File: src/rtl/ysyx_25030085_pkg.sv
// Shared definitions for the load/store unit: MemOp encodings, FSM states, datapath width.
package ysyx_25030085_pkg;

  localparam int unsigned XLEN = 32;

  localparam logic [2:0] MOP_B  = 3'b000;
  localparam logic [2:0] MOP_H  = 3'b001;
  localparam logic [2:0] MOP_W  = 3'b010;
  localparam logic [2:0] MOP_BU = 3'b100;
  localparam logic [2:0] MOP_HU = 3'b101;

  typedef enum logic [1:0] {
    StIdle,
    StReq,
    StResp,
    StDone
  } lsu_state_e;

endpackage

File: src/rtl/ysyx_25030085_lsu_align.sv
// Combinational lane logic: store strobes/replication, load extraction/extension, misalignment.
module ysyx_25030085_lsu_align
  import ysyx_25030085_pkg::*;
(
  input  logic [2:0]  mem_op_i,
  input  logic [1:0]  addr_lo_i,
  input  logic [31:0] wdata_i,
  input  logic [31:0] rdata_i,
  output logic [3:0]  wstrb_o,
  output logic [31:0] wdata_o,
  output logic [31:0] rdata_o,
  output logic        misalign_o
);

  logic [7:0]  byte_sel;
  logic [15:0] half_sel;

  always_comb begin
    byte_sel = rdata_i[{addr_lo_i, 3'b000} +: 8];
    half_sel = rdata_i[{addr_lo_i[1], 4'b0000} +: 16];

    unique case (mem_op_i)
      MOP_B:   rdata_o = {{24{byte_sel[7]}}, byte_sel};
      MOP_BU:  rdata_o = {24'b0, byte_sel};
      MOP_H:   rdata_o = {{16{half_sel[15]}}, half_sel};
      MOP_HU:  rdata_o = {16'b0, half_sel};
      default: rdata_o = rdata_i;
    endcase
  end

  // Access size comes from the low two MemOp bits; the unsigned bit only affects loads.
  always_comb begin
    unique case (mem_op_i[1:0])
      2'b00: begin
        wstrb_o    = 4'b0001 << addr_lo_i;
        wdata_o    = {4{wdata_i[7:0]}};
        misalign_o = 1'b0;
      end
      2'b01: begin
        wstrb_o    = 4'b0011 << {addr_lo_i[1], 1'b0};
        wdata_o    = {2{wdata_i[15:0]}};
        misalign_o = addr_lo_i[0];
      end
      default: begin
        wstrb_o    = 4'b1111;
        wdata_o    = wdata_i;
        misalign_o = |addr_lo_i;
      end
    endcase
  end

endmodule

File: src/rtl/ysyx_25030085_lsu.sv
// Load/store unit: one access at a time on a valid/ready data bus, with misalignment
// rejection and a shared request/response timeout.
module ysyx_25030085_lsu
  import ysyx_25030085_pkg::*;
#(
  parameter int unsigned XLEN    = ysyx_25030085_pkg::XLEN,
  parameter int unsigned TIMEOUT = 255
) (
  input  logic            clk,
  input  logic            rst,
  input  logic            in_valid,
  output logic            in_ready,
  input  logic            MemRead,
  input  logic            MemWrite,
  input  logic [2:0]      MemOp,
  input  logic [XLEN-1:0] addr,
  input  logic [XLEN-1:0] wdata,
  output logic            out_valid,
  output logic [XLEN-1:0] rdata,
  output logic            err_misalign,
  output logic            err_bus,
  output logic            mem_req_valid,
  input  logic            mem_req_ready,
  output logic [XLEN-1:0] mem_addr,
  output logic            mem_wen,
  output logic [XLEN-1:0] mem_wdata,
  output logic [3:0]      mem_wstrb,
  input  logic            mem_resp_valid,
  input  logic [XLEN-1:0] mem_rdata
);

  localparam logic [7:0] TimeoutCnt = 8'(TIMEOUT);

  lsu_state_e      state_q, state_d;
  logic [XLEN-1:0] addr_q, addr_d;
  logic [XLEN-1:0] wdata_q, wdata_d;
  logic [2:0]      op_q, op_d;
  logic            wen_q, wen_d;
  logic [7:0]      cnt_q, cnt_d;
  logic [XLEN-1:0] rdata_q, rdata_d;
  logic            err_mis_q, err_mis_d;
  logic            err_bus_q, err_bus_d;

  logic            accept;
  logic [7:0]      cnt_inc;
  logic            timeout_hit;
  logic [2:0]      op_sel;
  logic [1:0]      lo_sel;
  logic [3:0]      st_wstrb;
  logic [XLEN-1:0] st_wdata;
  logic [XLEN-1:0] ld_data;
  logic            misalign;

  // In IDLE the aligner sees the live request so misalignment is known at accept;
  // afterwards it works from the latched copy.
  always_comb begin
    op_sel = (state_q == StIdle) ? MemOp : op_q;
    lo_sel = (state_q == StIdle) ? addr[1:0] : addr_q[1:0];
  end

  ysyx_25030085_lsu_align u_align (
    .mem_op_i   (op_sel),
    .addr_lo_i  (lo_sel),
    .wdata_i    (wdata_q),
    .rdata_i    (mem_rdata),
    .wstrb_o    (st_wstrb),
    .wdata_o    (st_wdata),
    .rdata_o    (ld_data),
    .misalign_o (misalign)
  );

  always_comb begin
    accept      = in_valid && (MemRead || MemWrite);
    cnt_inc     = cnt_q + 8'd1;
    timeout_hit = (cnt_inc == TimeoutCnt);
  end

  always_comb begin
    state_d   = state_q;
    addr_d    = addr_q;
    wdata_d   = wdata_q;
    op_d      = op_q;
    wen_d     = wen_q;
    cnt_d     = cnt_q;
    rdata_d   = rdata_q;
    err_mis_d = err_mis_q;
    err_bus_d = err_bus_q;

    unique case (state_q)
      StIdle: begin
        if (accept) begin
          addr_d    = addr;
          wdata_d   = wdata;
          op_d      = MemOp;
          wen_d     = MemWrite;
          cnt_d     = 8'd0;
          err_mis_d = misalign;
          err_bus_d = 1'b0;
          state_d   = misalign ? StDone : StReq;
        end
      end
      StReq: begin
        if (mem_req_ready) begin
          state_d = StResp;
          cnt_d   = 8'd0;
        end else if (timeout_hit) begin
          state_d   = StDone;
          err_bus_d = 1'b1;
        end else begin
          cnt_d = cnt_inc;
        end
      end
      StResp: begin
        if (mem_resp_valid) begin
          state_d = StDone;
          if (!wen_q) rdata_d = ld_data;
        end else if (timeout_hit) begin
          state_d   = StDone;
          err_bus_d = 1'b1;
        end else begin
          cnt_d = cnt_inc;
        end
      end
      StDone: state_d = StIdle;
      default: state_d = StIdle;
    endcase
  end

  always_ff @(posedge clk or posedge rst) begin
    if (rst) begin
      state_q   <= StIdle;
      addr_q    <= '0;
      wdata_q   <= '0;
      op_q      <= '0;
      wen_q     <= 1'b0;
      cnt_q     <= 8'd0;
      rdata_q   <= '0;
      err_mis_q <= 1'b0;
      err_bus_q <= 1'b0;
    end else begin
      state_q   <= state_d;
      addr_q    <= addr_d;
      wdata_q   <= wdata_d;
      op_q      <= op_d;
      wen_q     <= wen_d;
      cnt_q     <= cnt_d;
      rdata_q   <= rdata_d;
      err_mis_q <= err_mis_d;
      err_bus_q <= err_bus_d;
    end
  end

  // Bus fields are forced to zero outside REQ so idle cycles show a quiet bus.
  always_comb begin
    in_ready      = (state_q == StIdle);
    out_valid     = (state_q == StDone);
    err_misalign  = (state_q == StDone) && err_mis_q;
    err_bus       = (state_q == StDone) && err_bus_q;
    rdata         = rdata_q;
    mem_req_valid = (state_q == StReq);
    mem_wen       = (state_q == StReq) && wen_q;
    mem_addr      = (state_q == StReq) ? {addr_q[XLEN-1:2], 2'b00} : '0;
    mem_wdata     = ((state_q == StReq) && wen_q) ? st_wdata : '0;
    mem_wstrb     = ((state_q == StReq) && wen_q) ? st_wstrb : 4'b0000;
  end

endmodule

File: config.mk
export PLATFORM = sky130hd
export DESIGN_NAME = ysyx_25030085_lsu
export DESIGN_NICKNAME = d
export VERILOG_FILES = /design/src/rtl/ysyx_25030085_pkg.sv /design/src/rtl/ysyx_25030085_lsu_align.sv /design/src/rtl/ysyx_25030085_lsu.sv
export SDC_FILE = /design/constraint.sdc
export NUM_CORES = 1
export LEC_CHECK = 0
export ABC_CLOCK_PERIOD_IN_PS = 4900
export BUFFER_PORTS_ARGS = -buffer_cell sky130_fd_sc_hd__buf_2
export CAP_MARGIN = 40
export CORE_UTILIZATION = 30
export DETAILED_ROUTE_END_ITERATION = 8
export PLACE_DENSITY = 0.49
export SKIP_CTS_REPAIR_TIMING = 1
export SYNTH_ARGS = -nofsm -noshare
export SYNTH_HDL_FRONTEND = slang
export SYNTH_HIERARCHICAL = 1
export SYNTH_SLANG_ARGS = --single-unit
File: constraint.sdc
create_clock -name clk -period 4.9 [get_ports clk]
set_input_delay 0.735 -clock clk [delete_from_list [all_inputs] [get_ports clk]]
set_output_delay 0.735 -clock clk [all_outputs]
set_load 0.02 [all_outputs]
; ---- Yosys cells after proc, flatten, opt, wreduce, memory -nomap -nowiden
; Index checks and enable logic that the tools add are counted.
[op_classes]
n_mux = 25
n_reduce_logical = 14
bitwise = 1
n_addsub = 1
shift = 4
n_eq_ne = 11
[ops]
columns = cell, count
row1 = $pmux W32 S4, 1
row2 = $mux W32, 2
row3 = $pmux W32 S2, 1
row4 = $mux W8, 4
row5 = $shiftx A32 B6 Y16, 1
row6 = $shiftx A32 B6 Y8, 1
row7 = $pmux W8 S3, 1
row8 = $mux W2, 6
row9 = $add A8 B1 Y8 const B, 1
row10 = $eq A8 B8 Y1 const B, 1
row11 = $pmux W2 S4, 1
row12 = $pmux W4 S2, 1
row13 = $eq A3 B3 Y1 const B, 2
row14 = $reduce_and A3 Y1, 2
row15 = $eq A2 B1 Y1 const B, 2
row16 = $eq A2 B2 Y1 const B, 2
row17 = $logic_and A1 B1 Y1, 4
row18 = $logic_not A2 Y1, 2
row19 = $mux W1, 4
row20 = $mux W4, 1
row21 = $ne A2 B2 Y1 const B, 2
row22 = $reduce_and A4 Y1, 1
row23 = $shl A1 B2 Y4 const A, 1
row24 = $shl A2 B2 Y4 const A, 1
row25 = 11 further kinds, 11
[totals]
wordCells = 65
output_inout_bits = 106
inputBits = 106
register_bits = 112

; ---- Longest topological paths before layout
; Gate-level depths: netlist (run 1).
[depth]
ltp_word = 7
ltp_mapped = 11
mapped_depth_nobuf = 8

; ---- Hierarchy
; Netlist (run 1), hierarchy kept.
[modules_own_cells]
columns = mod, area_per_inst_um2, cells_per_inst, n_inst, seq_area_each_um2
row1 = ysyx_25030085_lsu, 5129.9, 536, 1, 2802.7
row2 = ysyx_25030085_lsu_align, 1305.0, 174, 1, 0.0

; ---- Worst setup path after synthesis (run 1)
; Ideal clock, no wire load.
[synth_timing]
kind = register to output
startpoint = register state_q[0]
endpoint = output port mem_wdata[10]
required_time_ps = 4165
path_slack_ps = 1635
arrival_time_ps = 2530
path_stages_with_launch = 11
path_buffers = 4
cell_sequence = dfrtp_1 -> inv_1 -> ha_1 -> buf_2 -> mux2_2 -> buf_6 -> or2_1 -> buf_2 -> buf_6 -> mux2_4 -> and3_1
[synth_between]
elab_chain_len = 5
elab_cells_between_ends = 8
classes_between = 2 x eq/ne / 3 x mux / 3 x reduce/logical
[synth_lines]
columns = element, line_no
row1 = start: declaration, ysyx_25030085_lsu.sv:34  ; lsu_state_e state_q, state_d;
row2 = start signal: assignment, ysyx_25030085_lsu.sv:131  ; state_q <= StIdle;
row3 = start signal: assignment, ysyx_25030085_lsu.sv:141  ; state_q <= state_d;
row4 = $logic_not A2 Y1 *, -
row5 = net in_ready, ysyx_25030085_lsu.sv:12  ; output logic in_ready,
row6 = $mux W3 *, ysyx_25030085_lsu.sv:57  ; op_sel = (state_q == StIdle) ? MemOp : op_q;
row7 = net op_sel[0], ysyx_25030085_lsu.sv:47  ; logic [2:0] op_sel;
row8 = $eq A2 B1 Y1 / $logic_not A2 Y1 (equally long branches), ysyx_25030085_lsu_align.sv:33  ; unique case (mem_op_i[1:0])
row9 = $pmux W32 S2 *, ysyx_25030085_lsu_align.sv:33
row10 = net st_wdata[10], ysyx_25030085_lsu.sv:50  ; logic [XLEN-1:0] st_wdata;
row11 = $mux W32 *, ysyx_25030085_lsu.sv:163  ; mem_wdata = ((state_q == StReq) && wen_q) ? st_wdata : '0;
row12 = end: declaration, ysyx_25030085_lsu.sv:26  ; output logic [XLEN-1:0] mem_wdata,
; Mark *: on every way through the listed nets, which the timed path passes. The rest lies on a longest branch.

; ---- Final worst setup path (run 1)
[layout_timing]
startpoint = register state_q[0]
endpoint = output port mem_wdata[8]
[layout_between]
elab_chain_len = 5
elab_cells_between_ends = 8
classes_between = 2 x eq/ne / 3 x mux / 3 x reduce/logical
[layout_lines]
columns = element, line_no
row1 = $logic_not A2 Y1 *, ysyx_25030085_lsu.sv:57
row2 = $mux W3 *, ysyx_25030085_lsu.sv:57
row3 = net op_sel[0], ysyx_25030085_lsu.sv:47
row4 = $eq A2 B1 Y1 / $logic_not A2 Y1 (equally long branches), ysyx_25030085_lsu_align.sv:33
row5 = $pmux W32 S2 *, ysyx_25030085_lsu_align.sv:33
row6 = net st_wdata[8], ysyx_25030085_lsu.sv:50
row7 = $mux W32 *, ysyx_25030085_lsu.sv:163
; Marked as above.

==> run_results.csv, run 1 <==
group,metric,value,unit
outcome,outcome,"completed",
yosys,avgSynthCellArea,9.06,um2
clocking,clock_sinks,112,
detailed_routing,wl_per_cell,17.2,um
yosys,synth_edf_count,0,
cells_and_area,layout.nets,992,
clocking,insertion_delay,0.37,ns
grt,grt_pass1_wl,31500,um
setup_path,required,4.16,ns
power_and_ir_drop,netSwitchingFraction,0.452,
clocking,root_buffer,"clkbuf_16",
floorplanning,die-area,22000,um2
cells_and_area,drive_above_1_share,0.356,
clocking,cts_tree,"done",
sta,max_slew_margin,0.530,
yosys,netlist_area,6430,um2
sta,setup_ws,0.830,ns
clocking,cts_max_path_buffers,2,
power_and_ir_drop,clkPwrFrac,0.149,
clocking,clk_pin_slew,0.08,ns
yosys,synth_top_area_cell,"dfrtp_1",
power_and_ir_drop,power_frac_comb,0.533,
floorplanning,initial_core_util,0.306,
floorplanning,design.core.area,21000,um2
sta,tightest_slew,0.705,ns
yosys,synthCells,710,
sta,maxSlewViolCount,0,
floorplanning,dieWidth,148,um
sta,hold_violations,0,
sta,rsz0062_at_grt,"no",
sta,layout_min_cycle_time,4.07,ns
yosys,synthArstFlopShare,1.00,
grt,grt_usage,0.185,
cells_and_area,fin_util,0.378,
sta,setup_viol,0,
setup_path,arrival,3.34,ns
setup_path,cp_max_fo,18,
yosys,synthTopCellsByArea,"dfrtp_1 (44%), nand2_1 (13%), mux2_2 (8.6%)",
setup_path,start_kind,"flip-flop",
placement,dp_hpwl,14000,um
power_and_ir_drop,p_per_area,643,nW/um2
grt,grt_overflow,0,
detailed_routing,vias_per_cell,4.78,
grt,antenna_found_initial,2,
placement,io_buffers,209,
detailed_routing,dr.first_iter.drc_count,227,
sta,clock_skew,0.00861,ns
sta,fmax,246,MHz
detailed_routing,drtPass1Iterations,6,
grt,grt_max_degree,60,
sta,period_share,0.831,
yosys,yosys_register_bits,112,
cells_and_area,fillers,2171,
detailed_routing,ant_nets,0,
yosys,synth_seq_area_share,0.436,
grt,grt_pass1_vias,5557,
clocking,cts_max_level,3,
yosys,yosysUniqueCellTypes,60,
detailed_routing,drc,0,
yosys,synth_top_area_share,0.436,
yosys,yosys-top-cells-count,"nand2_1 (230), dfrtp_1 (112), mux2_2 (49)",
power_and_ir_drop,power,0.00511,W
sta,setup_tns,0,ns
placement,pre_cts_ws,1.19,ns
detailed_routing,vias,5545,
placement,gp_congestion,0.751,
detailed_routing,drt_wl_total,19900,um
power_and_ir_drop,seq_power_share,0.318,
cells_and_area,syn2layout_area_growth,23.6,%
setup_path,critical_path_class,"reg -> out",
setup_path,crit_path_end_kind,"output port",
power_and_ir_drop,leakagePower,4.29,nW
floorplanning,row_count,53,
floorplanning,die_h,148,um
power_and_ir_drop,vdd_drop_max,0.178,mV
power_and_ir_drop,p_int,0.00280,W
yosys,post-synth-top-count-cell,"nand2_1",
floorplanning,ioPinCount,212,
min_path,min_path_type,"in -> async",
flow_run,maxCapViolations,0,
power_and_ir_drop,power_switching,0.00231,W
yosys,yosysWarnings,6,
yosys,synthFlopType,"dfrtp_1",
clocking,cts-buffers-inserted,9,
cells_and_area,n_antenna_cell,0,
layout make-up:
| type | instances | area (um2) | area share |
|---|---|---|---|
| repair buffers | 221 | 1210 | 0.152 |
| clock buffers | 10 | 239 | 0.0300 |
| clock inverters | 6 | 58.8 | 0.00739 |
| flip-flops and latches | 112 | 2800 | 0.352 |
| multi-input cells | 527 | 3270 | 0.411 |
| inverters | 9 | 36.3 | 0.00456 |
| well taps | 275 | 344 | 0.0432 |
power by group through the flow:
stage	Combinational (W)	Sequential [W]	Clock [W]
after floorplan	0.00194	0.00168	0
after global placement	0.00265	0.00167	0
after detailed placement	0.00275	0.00165	0
after CTS	0.00276	0.00163	0.000800
after global routing	0.00302	0.00168	0.000836
final	0.00273	0.00162	0.000764
worst paths after layout:
path	startpoint	endpoint	slack [ns]	cells after the start
worst max register to register	state_q[0]	rdata[13]	1.65	7
min in group clk	addr_q[25]	addr_q[25]	0.47	2
max in group asynchronous	rst	cnt_q[4]	3.62	4
worst min register to register	addr_q[25]	addr_q[25]	0.47	2
worst max-delay path	state_q[0]	mem_wdata[8]	0.83	7
worst min-delay path	rst	rdata[17]	0.32	2
critical path: stages (launching register included):
cell	delay (ns)
dfrtp_1	0.44
inv_1	0.10
ha_1	0.51
mux2_2	0.61
or2_1	0.56
mux2_2	0.40
and3_1	0.17
buf_2	0.15
routing by layer:
metal | global-route usage | routed length (um) | vias to the layer above
met1 | 0.243 | 9230 | 2648
met5 | 0 | 31 | -
met4 | 0.0418 | 195 | 4
li1 | - | - | 2708
met3 | 0.0552 | 1310 | 18
met2 | 0.298 | 9170 | 167
cell families after synthesis:
logic type	after synthesis	synth area share
xor gates and xnor gates	3	0.00642
other	1	0.000583
adders and majority gates	6	0.0117
buffers and inverters	72	0.0589
DFF	112	0.436
and+or+nand+nor	356	0.255
muxes	73	0.129
AOI/OAI and AO/OA	87	0.103
state kept, by name, indices dropped and copies added (netlist names):
register   flops
addr_q        32
rdata         32
wdata_q       32
cnt_q          8
op_q           3
state_q        2
err_bus_q      1
err_mis_q      1
wen_q          1
cells in the final DEF, fill, tap and decap left out, types with 2 or more instances in the layout:
cell / count
and2_1: 34
dfrtp_1: 112
o22ai_1: 16
mux2i_1: 16
nand4_1: 2
and2b_1: 2
a31oi_1: 2
o21bai_1: 3
buf_16: 2
o221ai_1: 8
nand2_1: 230
or2_2: 2
a211oi_1: 2
mux2_2: 49
a21oi_1: 5
and3_1: 37
o21ai_2: 3
buf_4: 7
buf_12: 2
a221o_1: 8
nand3_1: 2
inv_1: 8
mux2_4: 8
clkbuf_16: 9
conb_1: 2
buf_2: 209
a22oi_1: 8
inv_8: 3
nor2_1: 14
nor2b_1: 20
o21ai_0: 17
ha_1: 5
nor2_4: 3
metrics by stage:
stage | hold WS, ns | cells | cell area, um2
after global routing | 0.313 | 1160 | 7960
after CTS | 0.310 | 1160 | 7960
after detailed placement | 0.456 | 1144 | 7660
final | 0.319 | 1160 | 7960
after global placement | 0.450 | 1139 | 7550
after floorplan | 0.437 | 711 | 6440
Power figures use the tool's default switching activity.
==> inputs of run 2 (changes only) <==
--- a/config.mk
+++ b/config.mk
@@ -5,7 +5,8 @@
 export SDC_FILE = /design/constraint.sdc
 export NUM_CORES = 1
 export LEC_CHECK = 0
-export ABC_CLOCK_PERIOD_IN_PS = 4900
+export ABC_AREA = 1
+export ABC_CLOCK_PERIOD_IN_PS = 4200
 export BUFFER_PORTS_ARGS = -buffer_cell sky130_fd_sc_hd__buf_2
 export CAP_MARGIN = 40
 export CORE_UTILIZATION = 30
==> constraint.sdc (replaced) <==
create_clock -name clk -period 4.2 [get_ports clk]
set_input_delay 0.63 -clock clk [delete_from_list [all_inputs] [get_ports clk]]
set_output_delay 0.63 -clock clk [all_outputs]
set_load 0.02 [all_outputs]
==> run 2 against run 1 <==
Against the previous run: first-iteration DRC count rose by 4.4%; clock skew rose by 0.0032 ns; utilization rose by 0.10 points; sequential share of layout area decreased by 0.31 points; worst setup slack lost 0.25 ns; register-to-register slack got worse by 0.48 ns; clock power rose by 15%; routed wire length shrank 4.1%; non-clock buffer count down 2; critical endpoint is now mem_wstrb[0]; highest routed layer is now met4.
==> run_results.csv, run 2 <==
group,metric,value,unit
grt,grt_usage,0.176,
sta,period_share,0.861,
setup_path,crit_path_end_kind,"output port",
sta,tightest_slew,0.747,ns
detailed_routing,ant_nets,0,
yosys,post-synth-top-count-cell,"nand2_1",
floorplanning,initial_core_util,0.309,
clocking,clk_pin_slew,0.08,ns
yosys,synth_top_area_cell,"dfrtp_1",
cells_and_area,stdcell_area,8030,um2
setup_path,arrival,2.99,ns
detailed_routing,drtPass1Iterations,5,
clocking,cts_max_level,3,
detailed_routing,wl_per_cell,14.4,um
clocking,clock_sinks,112,
grt,grt_overflow,0,
yosys,avgSynthCellArea,7.52,um2
floorplanning,design.core.area,21200,um2
grt,grt_pass1_wl,30700,um
cells_and_area,layout.nets,1161,
outcome,outcome,"completed",
yosys,synthArstFlopShare,1.00,
placement,io_buffers,209,
detailed_routing,vias_per_cell,4.46,
placement,pre_cts_ws,0.901,ns
yosys,synthTopCellsByArea,"dfrtp_1 (43%), nand2_1 (22%), mux2_4 (6.9%)",
setup_path,slowest_delay,0.55,ns
floorplanning,ioPinCount,212,
sta,hold_violations,0,
yosys,yosys-top-cells-count,"nand2_1 (375), dfrtp_1 (112), inv_1 (108)",
sta,setup_tns,0,ns
yosys,netlist_area,6530,um2
setup_path,crit_path_cell_trace,"inv_1, ha_1, o21ai_4, inv_2, nand3_1, nand2_2, nand2_4, inv_1, nor2_1, buf_2",
detailed_routing,dr.first_iter.drc_count,237,
cells_and_area,syn2layout_area_growth,22.9,%
sta,rsz0062_at_grt,"no",
yosys,synthFlopType,"dfrtp_1",
cells_and_area,fin_util,0.379,
detailed_routing,vias,5928,
yosys,yosysUniqueCellTypes,35,
yosys,synth_edf_count,0,
sta,maxSlewViolCount,0,
sta,setup_ws,0.585,ns
clocking,root_buffer,"clkbuf_16",
sta,layout_min_cycle_time,3.62,ns
floorplanning,die_h,150,um
clocking,cts_max_path_buffers,2,
flow_run,maxCapViolations,0,
yosys,yosys_register_bits,112,
detailed_routing,drt_wl_total,19100,um
clocking,insertion_delay,0.36,ns
setup_path,required,3.57,ns
setup_path,start_kind,"flip-flop",
yosys,yosysWarnings,6,
power_and_ir_drop,leakagePower,4.88,nW
yosys,synth_top_area_share,0.429,
floorplanning,die-area,22400,um2
yosys,synthCells,868,
grt,grt_max_degree,68,
setup_path,cpMostUsedCell,"inv_1",
detailed_routing,drc,0,
power_and_ir_drop,p_per_area,750,nW/um2
cells_and_area,drive_above_1_share,0.296,
placement,place_area,7730,um2
yosys,synth_seq_area_share,0.429,
sta,fmax,277,MHz
placement,gp_congestion,0.796,
setup_path,cp_max_fo,19,
cells_and_area,layout_commonest_cell,"nand2_1",
sta,setup_viol,0,
cells_and_area,mostFrequentLayoutCells,"nand2_1 (375), buf_2 (209), dfrtp_1 (112)",
floorplanning,dieWidth,150,um
setup_path,critPathSlowestCell,"o21ai_4",
grt,antenna_found_initial,2,
floorplanning,row_count,53,
min_path,min_path_type,"in -> async",
clocking,cts_tree,"done",
grt,grt_pass1_vias,5740,
setup_path,critical_path_class,"reg -> out",
placement,dp_hpwl,13900,um
clocking,cts-buffers-inserted,9,
sta,max_slew_margin,0.499,
power_and_ir_drop,vdd_drop_max,0.264,mV
sta,clock_skew,0.0119,ns
-- run 2: metrics by stage --
step,hold slack (ns),instances,power (W)
after floorplan,0.442,869,0.00434
after global placement,0.453,1312,0.00519
after detailed placement,0.458,1313,0.00521
after CTS,0.288,1329,0.00612
after global routing,0.315,1329,0.00660
final,0.283,1330,0.00602
-- run 2: cell type report --
type	instances	area (um2)
fill	2311	13100
antenna	1	2.50
timing repair buffer	219	1150
inverter	114	430
sequential	112	2800
clock buffer	10	239
tap	275	344
clock inverter	6	51.3
multi-input combinational	593	3010
-- run 2: cells by family after synthesis --
family	count (synthesis)	synth area share
adder cells (fa/ha/maj)	6	0.0115
flip-flops	112	0.429
AO/OA/AOI/OAI	48	0.0462
AND/OR/NAND/NOR	505	0.327
other	1	0.000574
multiplexers	32	0.0724
buffers and inverters	164	0.113
-- run 2: power by group --
| part | switching [W] | internal [W] |
|---|---|---|
| combinational | 0.00211 | 0.00115 |
| clock | 0.000450 | 0.000430 |
| sequential | 0.000328 | 0.00155 |
| total | 0.00289 | 0.00313 |
-- run 2: final timing paths --
kind | to | slack [ns] | from | cells past startpoint
hold reg to reg | addr_q[8] | 0.48 | addr_q[8] | 2
setup / recovery | mem_wstrb[0] | 0.58 | state_q[0] | 10
min in group clk | wdata_q[15] | 0.46 | wdata[15] | 3
hold / removal | rdata[29] | 0.28 | rst | 2
max in group asynchronous | wdata_q[28] | 3.05 | rst | 4
setup reg to reg | rdata[28] | 1.17 | state_q[0] | 9
-- run 2: metal layers --
metal | vias up | share of wire | global-route usage
li1 | 2994 | - | -
met1 | 2761 | 0.46 | 0.238
met2 | 155 | 0.46 | 0.279
met3 | 18 | 0.060 | 0.0457
met4 | 0 | 0.012 | 0.0444
met5 | - | 0 | 0
-- run 2: critical path: cells and delay by family, from the launching register on --
family,cells,cell delay (ns)
compound gates,1,0.55
buf+inv,4,0.55
flops,1,0.41
fa+ha+maj,1,0.29
simple gates,4,0.83
